==> src/rtl/lsu_ctrl.sv <==
// lsu_ctrl: load/store control stage between the execute stage and the data memory.
//
// Accepts one request per transaction (valid/ready), drives the memory port from
// registers for exactly one cycle, captures and extends the returned lane, and
// holds the response until it is consumed. Misaligned requests skip memory
// entirely and answer one edge after acceptance.
//
// Ports
//   clk, rst                 clock (rising edge), asynchronous active-high reset
//   req_valid / req_ready    request handshake; ready only while idle
//   req_wen, req_size        1=store / 0=load; size 0=byte 1=half 2=word 3=double
//   req_unsigned             zero-extend loads (sizes 0..2)
//   req_addr, req_wdata      byte address, low-aligned store data
//   req_rd                   destination tag, echoed on resp_rd
//   resp_valid / resp_ready  response handshake
//   resp_rdata               extended load data, 0 for stores and misaligned
//   resp_rd, resp_misalign   echoed tag, misalignment flag
//   mem_ena, mem_wen         memory enable / write enable
//   mem_mask                 one-hot size: [0]=double [1]=word [2]=half [3]=byte
//   mem_addr                 byte address, PARK_ADDR while mem_ena=0
//   mem_wdata                store data replicated across lanes of its size
//   mem_rdata                raw doubleword, valid the cycle after the access edge
//
// State   | meaning
// IDLE    | waiting for a request, req_ready=1
// ISSUE   | memory port enabled for one cycle
// WAIT    | memory data returning, capture and extend
// RESP    | response held until resp_ready

module lsu_ctrl #(
    parameter int              XLEN      = 64,
    parameter logic [XLEN-1:0] PARK_ADDR = 64'h8000_0000
) (
    input  logic            clk,
    input  logic            rst,
    input  logic            req_valid,
    output logic            req_ready,
    input  logic            req_wen,
    input  logic [1:0]      req_size,
    input  logic            req_unsigned,
    input  logic [XLEN-1:0] req_addr,
    input  logic [XLEN-1:0] req_wdata,
    input  logic [4:0]      req_rd,
    output logic            resp_valid,
    input  logic            resp_ready,
    output logic [XLEN-1:0] resp_rdata,
    output logic [4:0]      resp_rd,
    output logic            resp_misalign,
    output logic            mem_ena,
    output logic            mem_wen,
    output logic [3:0]      mem_mask,
    output logic [XLEN-1:0] mem_addr,
    output logic [XLEN-1:0] mem_wdata,
    input  logic [XLEN-1:0] mem_rdata
);

    localparam logic [1:0] ST_IDLE  = 2'd0;
    localparam logic [1:0] ST_ISSUE = 2'd1;
    localparam logic [1:0] ST_WAIT  = 2'd2;
    localparam logic [1:0] ST_RESP  = 2'd3;

    logic [1:0]      state_q, state_d;
    logic            wen_q, wen_d;
    logic [1:0]      size_q, size_d;
    logic            uns_q, uns_d;
    logic [2:0]      lane_q, lane_d;
    logic [4:0]      rd_q, rd_d;

    logic            resp_valid_q, resp_valid_d;
    logic [XLEN-1:0] resp_rdata_q, resp_rdata_d;
    logic [4:0]      resp_rd_q, resp_rd_d;
    logic            resp_misalign_q, resp_misalign_d;
    logic            mem_ena_q, mem_ena_d;
    logic            mem_wen_q, mem_wen_d;
    logic [3:0]      mem_mask_q, mem_mask_d;
    logic [XLEN-1:0] mem_addr_q, mem_addr_d;
    logic [XLEN-1:0] mem_wdata_q, mem_wdata_d;

    logic            misalign;
    logic [3:0]      size_onehot;
    logic [XLEN-1:0] wdata_repl;
    logic [XLEN-1:0] shifted;
    logic [XLEN-1:0] load_ext;

    always_comb begin
        misalign = 1'b0;
        case (req_size)
            2'd1:    misalign = req_addr[0];
            2'd2:    misalign = |req_addr[1:0];
            2'd3:    misalign = |req_addr[2:0];
            default: misalign = 1'b0;
        endcase
    end

    always_comb begin
        size_onehot = 4'b0000;
        wdata_repl  = req_wdata;
        case (req_size)
            2'd0: begin
                size_onehot = 4'b1000;
                wdata_repl  = {8{req_wdata[7:0]}};
            end
            2'd1: begin
                size_onehot = 4'b0100;
                wdata_repl  = {4{req_wdata[15:0]}};
            end
            2'd2: begin
                size_onehot = 4'b0010;
                wdata_repl  = {2{req_wdata[31:0]}};
            end
            default: begin
                size_onehot = 4'b0001;
                wdata_repl  = req_wdata;
            end
        endcase
    end

    // Bring the addressed lane down to bit 0, then extend from its top bit.
    always_comb begin
        shifted  = mem_rdata >> {lane_q, 3'b000};
        load_ext = shifted;
        case (size_q)
            2'd0:    load_ext = {{(XLEN-8){~uns_q & shifted[7]}}, shifted[7:0]};
            2'd1:    load_ext = {{(XLEN-16){~uns_q & shifted[15]}}, shifted[15:0]};
            2'd2:    load_ext = {{(XLEN-32){~uns_q & shifted[31]}}, shifted[31:0]};
            default: load_ext = shifted;
        endcase
    end

    always_comb begin
        state_d         = state_q;
        wen_d           = wen_q;
        size_d          = size_q;
        uns_d           = uns_q;
        lane_d          = lane_q;
        rd_d            = rd_q;
        resp_valid_d    = resp_valid_q;
        resp_rdata_d    = resp_rdata_q;
        resp_rd_d       = resp_rd_q;
        resp_misalign_d = resp_misalign_q;
        mem_ena_d       = mem_ena_q;
        mem_wen_d       = mem_wen_q;
        mem_mask_d      = mem_mask_q;
        mem_addr_d      = mem_addr_q;
        mem_wdata_d     = mem_wdata_q;

        case (state_q)
            ST_IDLE: begin
                if (req_valid) begin
                    wen_d  = req_wen;
                    size_d = req_size;
                    uns_d  = req_unsigned;
                    lane_d = req_addr[2:0];
                    rd_d   = req_rd;
                    if (misalign) begin
                        resp_valid_d    = 1'b1;
                        resp_rdata_d    = '0;
                        resp_rd_d       = req_rd;
                        resp_misalign_d = 1'b1;
                        state_d         = ST_RESP;
                    end else begin
                        mem_ena_d   = 1'b1;
                        mem_wen_d   = req_wen;
                        mem_mask_d  = size_onehot;
                        mem_addr_d  = req_addr;
                        mem_wdata_d = wdata_repl;
                        state_d     = ST_ISSUE;
                    end
                end
            end
            ST_ISSUE: begin
                mem_ena_d   = 1'b0;
                mem_wen_d   = 1'b0;
                mem_mask_d  = 4'b0000;
                mem_addr_d  = PARK_ADDR;
                mem_wdata_d = '0;
                state_d     = ST_WAIT;
            end
            ST_WAIT: begin
                resp_valid_d    = 1'b1;
                resp_rdata_d    = wen_q ? '0 : load_ext;
                resp_rd_d       = rd_q;
                resp_misalign_d = 1'b0;
                state_d         = ST_RESP;
            end
            default: begin
                if (resp_ready) begin
                    resp_valid_d = 1'b0;
                    state_d      = ST_IDLE;
                end
            end
        endcase
    end

    always_ff @(posedge clk or posedge rst) begin
        if (rst) begin
            state_q         <= ST_IDLE;
            wen_q           <= 1'b0;
            size_q          <= 2'd0;
            uns_q           <= 1'b0;
            lane_q          <= 3'd0;
            rd_q            <= 5'd0;
            resp_valid_q    <= 1'b0;
            resp_rdata_q    <= '0;
            resp_rd_q       <= 5'd0;
            resp_misalign_q <= 1'b0;
            mem_ena_q       <= 1'b0;
            mem_wen_q       <= 1'b0;
            mem_mask_q      <= 4'b0000;
            mem_addr_q      <= PARK_ADDR;
            mem_wdata_q     <= '0;
        end else begin
            state_q         <= state_d;
            wen_q           <= wen_d;
            size_q          <= size_d;
            uns_q           <= uns_d;
            lane_q          <= lane_d;
            rd_q            <= rd_d;
            resp_valid_q    <= resp_valid_d;
            resp_rdata_q    <= resp_rdata_d;
            resp_rd_q       <= resp_rd_d;
            resp_misalign_q <= resp_misalign_d;
            mem_ena_q       <= mem_ena_d;
            mem_wen_q       <= mem_wen_d;
            mem_mask_q      <= mem_mask_d;
            mem_addr_q      <= mem_addr_d;
            mem_wdata_q     <= mem_wdata_d;
        end
    end

    assign req_ready     = (state_q == ST_IDLE);
    assign resp_valid    = resp_valid_q;
    assign resp_rdata    = resp_rdata_q;
    assign resp_rd       = resp_rd_q;
    assign resp_misalign = resp_misalign_q;
    assign mem_ena       = mem_ena_q;
    assign mem_wen       = mem_wen_q;
    assign mem_mask      = mem_mask_q;
    assign mem_addr      = mem_addr_q;
    assign mem_wdata     = mem_wdata_q;

endmodule

==> config.mk <==
export PLATFORM = sky130hd
export DESIGN_NAME = lsu_ctrl
export DESIGN_NICKNAME = d
export VERILOG_FILES = /design/src/rtl/lsu_ctrl.sv
export SDC_FILE = /design/constraint.sdc
export NUM_CORES = 1
export LEC_CHECK = 0
export BUFFER_PORTS_ARGS = -buffer_cell sky130_fd_sc_hd__buf_4
export CAP_MARGIN = 40
export CORE_MARGIN = 5
export CORE_UTILIZATION = 35
export CTS_CLUSTER_DIAMETER = 100
export DETAILED_ROUTE_END_ITERATION = 6
export GPL_ROUTABILITY_DRIVEN = 0
export PLACE_DENSITY = 0.59
export SLEW_MARGIN = 20
export SYNTH_ARGS = -nofsm -noshare
export SYNTH_HDL_FRONTEND = slang
export SYNTH_SLANG_ARGS = --single-unit
==> constraint.sdc <==
create_clock -name clk -period 19.9 [get_ports clk]
set_clock_uncertainty 0.05 [all_clocks]
set_input_delay 3.98 -clock clk [delete_from_list [all_inputs] [get_ports clk]]
set_output_delay 3.98 -clock clk [all_outputs]
set_load 0.02 [all_outputs]
==> impl_metrics.tcl <==
set metrics [dict create \
    synth-simple-area-share 0.09076 \
    total_power_mw 2.463 \
    critical_path_peak_fanout 67 \
    ant_nets 0 \
    grt_antenna_before_repair 1 \
    drt-wirelength-per-cell_um 23.01 \
    synth_edf_count 0 \
    period_needed_ns 6.710 \
    r2r_setup_slack_ns 16.56 \
    period_share 0.3372 \
    path_class "input pin to flop" \
    setup_viol 0 \
    core_area_mm2 0.03067 \
    ys_top_cells_by_area "dfrtp_1 50%, mux2i_1 7.8%, a22o_1 7.8%" \
    wl_mm 42.01 \
    power_density_mw_per_mm2 161.9 \
    drv_slew 0 \
    fp.dieW_um 186.4 \
    multi_input_area_mm2 0.004966 \
    ys_warn_count 0 \
    synthCells 1047 \
    synth_ff_type "dfrtp_1" \
    ys_types 51 \
    worst_pin_slew_ns 0.8474 \
    hold_buffers 0 \
    drive_gt1_frac 0.3730 \
    synth-seq-area-share 0.5033 \
    synth_top_area_cell "dfrtp_1" \
    grt_pass1_vias 10300 \
    clk_pin_slew_ns 0.06 \
    synth_area_mm2 0.01089 \
    port_buffers 410 \
    synth_xor_area_frac 0 \
    postSynthAreaPerCell_um2 10.40 \
    grt_max_degree 89 \
    min_path_cells 2 \
    cts.sinks 219 \
    async_flop_share 1.000 \
    drv_cap 0 \
    synth-seq-cells 219 \
    max_slew_margin 0.4351 \
    status "completed" \
    rows 64 \
    clk_path_buf_depth 3 \
    reg2reg_from "state_q[0]" \
    synthAdderAreaFrac 0.004596 \
    drc 0 \
    clockRootBuffer "clkbuf_16" \
    dp_hpwl_mm 30.66 \
    end_kind "flop" \
    post_cts_resized 0 \
    initial_core_util 0.3551 \
    areaGrowthSynthToFinish_pct 39.74 \
    grt_pass1_wl_mm 63.47 \
    crit_required_ns 20.30 \
    grt-ovfl-total 0 \
    hold_path_class "flop to flop" \
    regArea_mm2 0.005485 \
    r2r-end "mem_wdata[60]" \
    vias_per_cell 5.445 \
    grt.total_usage 0.2280 \
    hold_viol 0 \
    irDropWorstVdd_mv 0.08423 \
    fmax_mhz 149.0 \
    dr.pass1.iters 6 \
    cp.arrival_ns 7.11 \
    chipHeight_um 186.4 \
    hold_start "mem_addr[31]" \
    cts_setup_buffers 0 \
    htreeDepth 1 \
    placed_cells 1776 \
    leakagePower_nw 7.507 \
    fill_cells 2924 \
    fin_tns_setup_ns 0 \
    clock_latency_ns 0.53 \
    synth_mux_area_frac 0.1216 \
    hold_end "mem_addr[31]" \
    synth_fp_nets 1256 \
    dieArea_mm2 0.03474 \
    synth_compound_area_frac 0.2372 \
    cts_buffers 27 \
    yosysTopAreaCellShare 0.5009 \
    rsz0062_at_grt "no" \
    via_count 9943 \
    rr_worst_depth 8 \
    finalNetCount 1620 \
    tritoncts "yes" \
    io_pins 411 \
    drt_iter0_markers 762 \
    worstSetupStartpointType "input pin" \
    stdcell_count 1826 \
    synth_top_family_by_area "compound AO/OA/AOI/OAI gates" \
]
[area by class of cell]
cell class | count | share of cell area
repair buffers | 429 | 0.2177
multi-input cells | 719 | 0.3263
diodes | 1 | 0.0001644
well taps | 396 | 0.03256
clock buffers | 37 | 0.05015
inverters | 15 | 0.004193
clock inverters | 10 | 0.008468
flip-flops and latches | 219 | 0.3604
[layer usage]
metal / vias up / wire, µm / GRT usage
li1: 4564 / - / -
met1: 4861 / 16180 / 0.2798
met2: 458 / 20570 / 0.3867
met3: 60 / 4280 / 0.07810
met4: 0 / 983 / 0.05647
met5: - / 0 / 0
[synth_stat cells (7+ instances only)]
| library cell | instances |
|---|---|
| a22o_1 | 97 |
| a32oi_1 | 14 |
| nand2_1 | 118 |
| a221o_1 | 7 |
| a22oi_1 | 9 |
| o31ai_2 | 13 |
| o21a_1 | 7 |
| o21ai_0 | 141 |
| mux2i_1 | 85 |
| buf_1 | 9 |
| and3b_1 | 7 |
| dfrtp_1 | 218 |
| mux4_2 | 8 |
| a21oi_1 | 53 |
| nor2b_1 | 10 |
| nor2_1 | 63 |
| buf_2 | 18 |
| mux2_2 | 26 |
| o31a_1 | 7 |
| clkbuf_1 | 62 |
| inv_1 | 15 |
[worst max-delay path by stage]
| stage | startpoint | end | slack, ns | cells past startpoint |
|---|---|---|---|---|
| global placement | req_size[0] | mem_wdata[29] | 12.76 | 8 |
| floorplan | rst | lane_q[0] | 9.88 | 1 |
| detailed placement | req_size[0] | mem_wdata[60] | 12.68 | 8 |
| finish | req_size[0] | mem_wdata[60] | 13.19 | 8 |
| global route | req_size[0] | mem_wdata[28] | 12.99 | 8 |
| CTS | req_size[0] | mem_wdata[60] | 13.21 | 8 |
[sequential cells by signal (all words and copies together) (netlist names)]
name           cells
lane_q             3
mem_addr          64
mem_ena            1
mem_mask           4
mem_wdata         64
mem_wen            1
rd_q               5
resp_misalign      1
resp_rd            5
resp_rdata        64
resp_valid         1
size_q             2
state_q            2
uns_q              1
wen_q              1
[per-stage QoR]
stage,setup slack (ns),instance area [µm²],utilization,hold WS (ns)
CTS,13.21,15180,0.4950,0.4161
global route,12.99,15220,0.4962,0.4393
detailed placement,12.68,14290,0.4659,0.4088
floorplan,9.879,10890,-,0.4292
global placement,12.76,14170,0.4620,0.4007
finish,13.19,15220,0.4962,0.4213
[power by group]
part           leakage [nW]  internal [mW]  switching, mW
registers              2.89          0.607          0.112
clock network         0.445          0.305          0.197
logic                  4.17          0.500          0.742
[critical path: stages]
cell and delay (ns):
buf_4 0.21, inv_1 0.54, o211ai_1 0.48, nor3_4 0.26, buf_4 0.35, buf_4 0.67
o311ai_0 0.32, o21ai_0 0.23
[cells in the final DEF, fill, tap and decap left out, types with 7 or more instances in the layout]
master and count:
a21oi_1 53, a221o_1 7, a22o_1 96, a22oi_1 9, a32oi_1 14, and3b_1 7, buf_4 423, clkbuf_16 27
dfrtp_1 215, inv_1 14, mux2_2 26, mux2i_1 85, mux4_2 8, nand2_1 117, nor2_1 63, nor2b_1 10
o21a_1 7, o21ai_0 141, o31a_1 7, o31ai_2 13
[logic make-up after synthesis]
logic type / Yosys count
adder cells (fa/ha/maj): 4
buffers and inverters: 109
flip-flops: 219
multiplexers: 119
AO/OA/AOI/OAI: 375
AND/OR/NAND/NOR: 221
(Power assumes the default switching activity.)
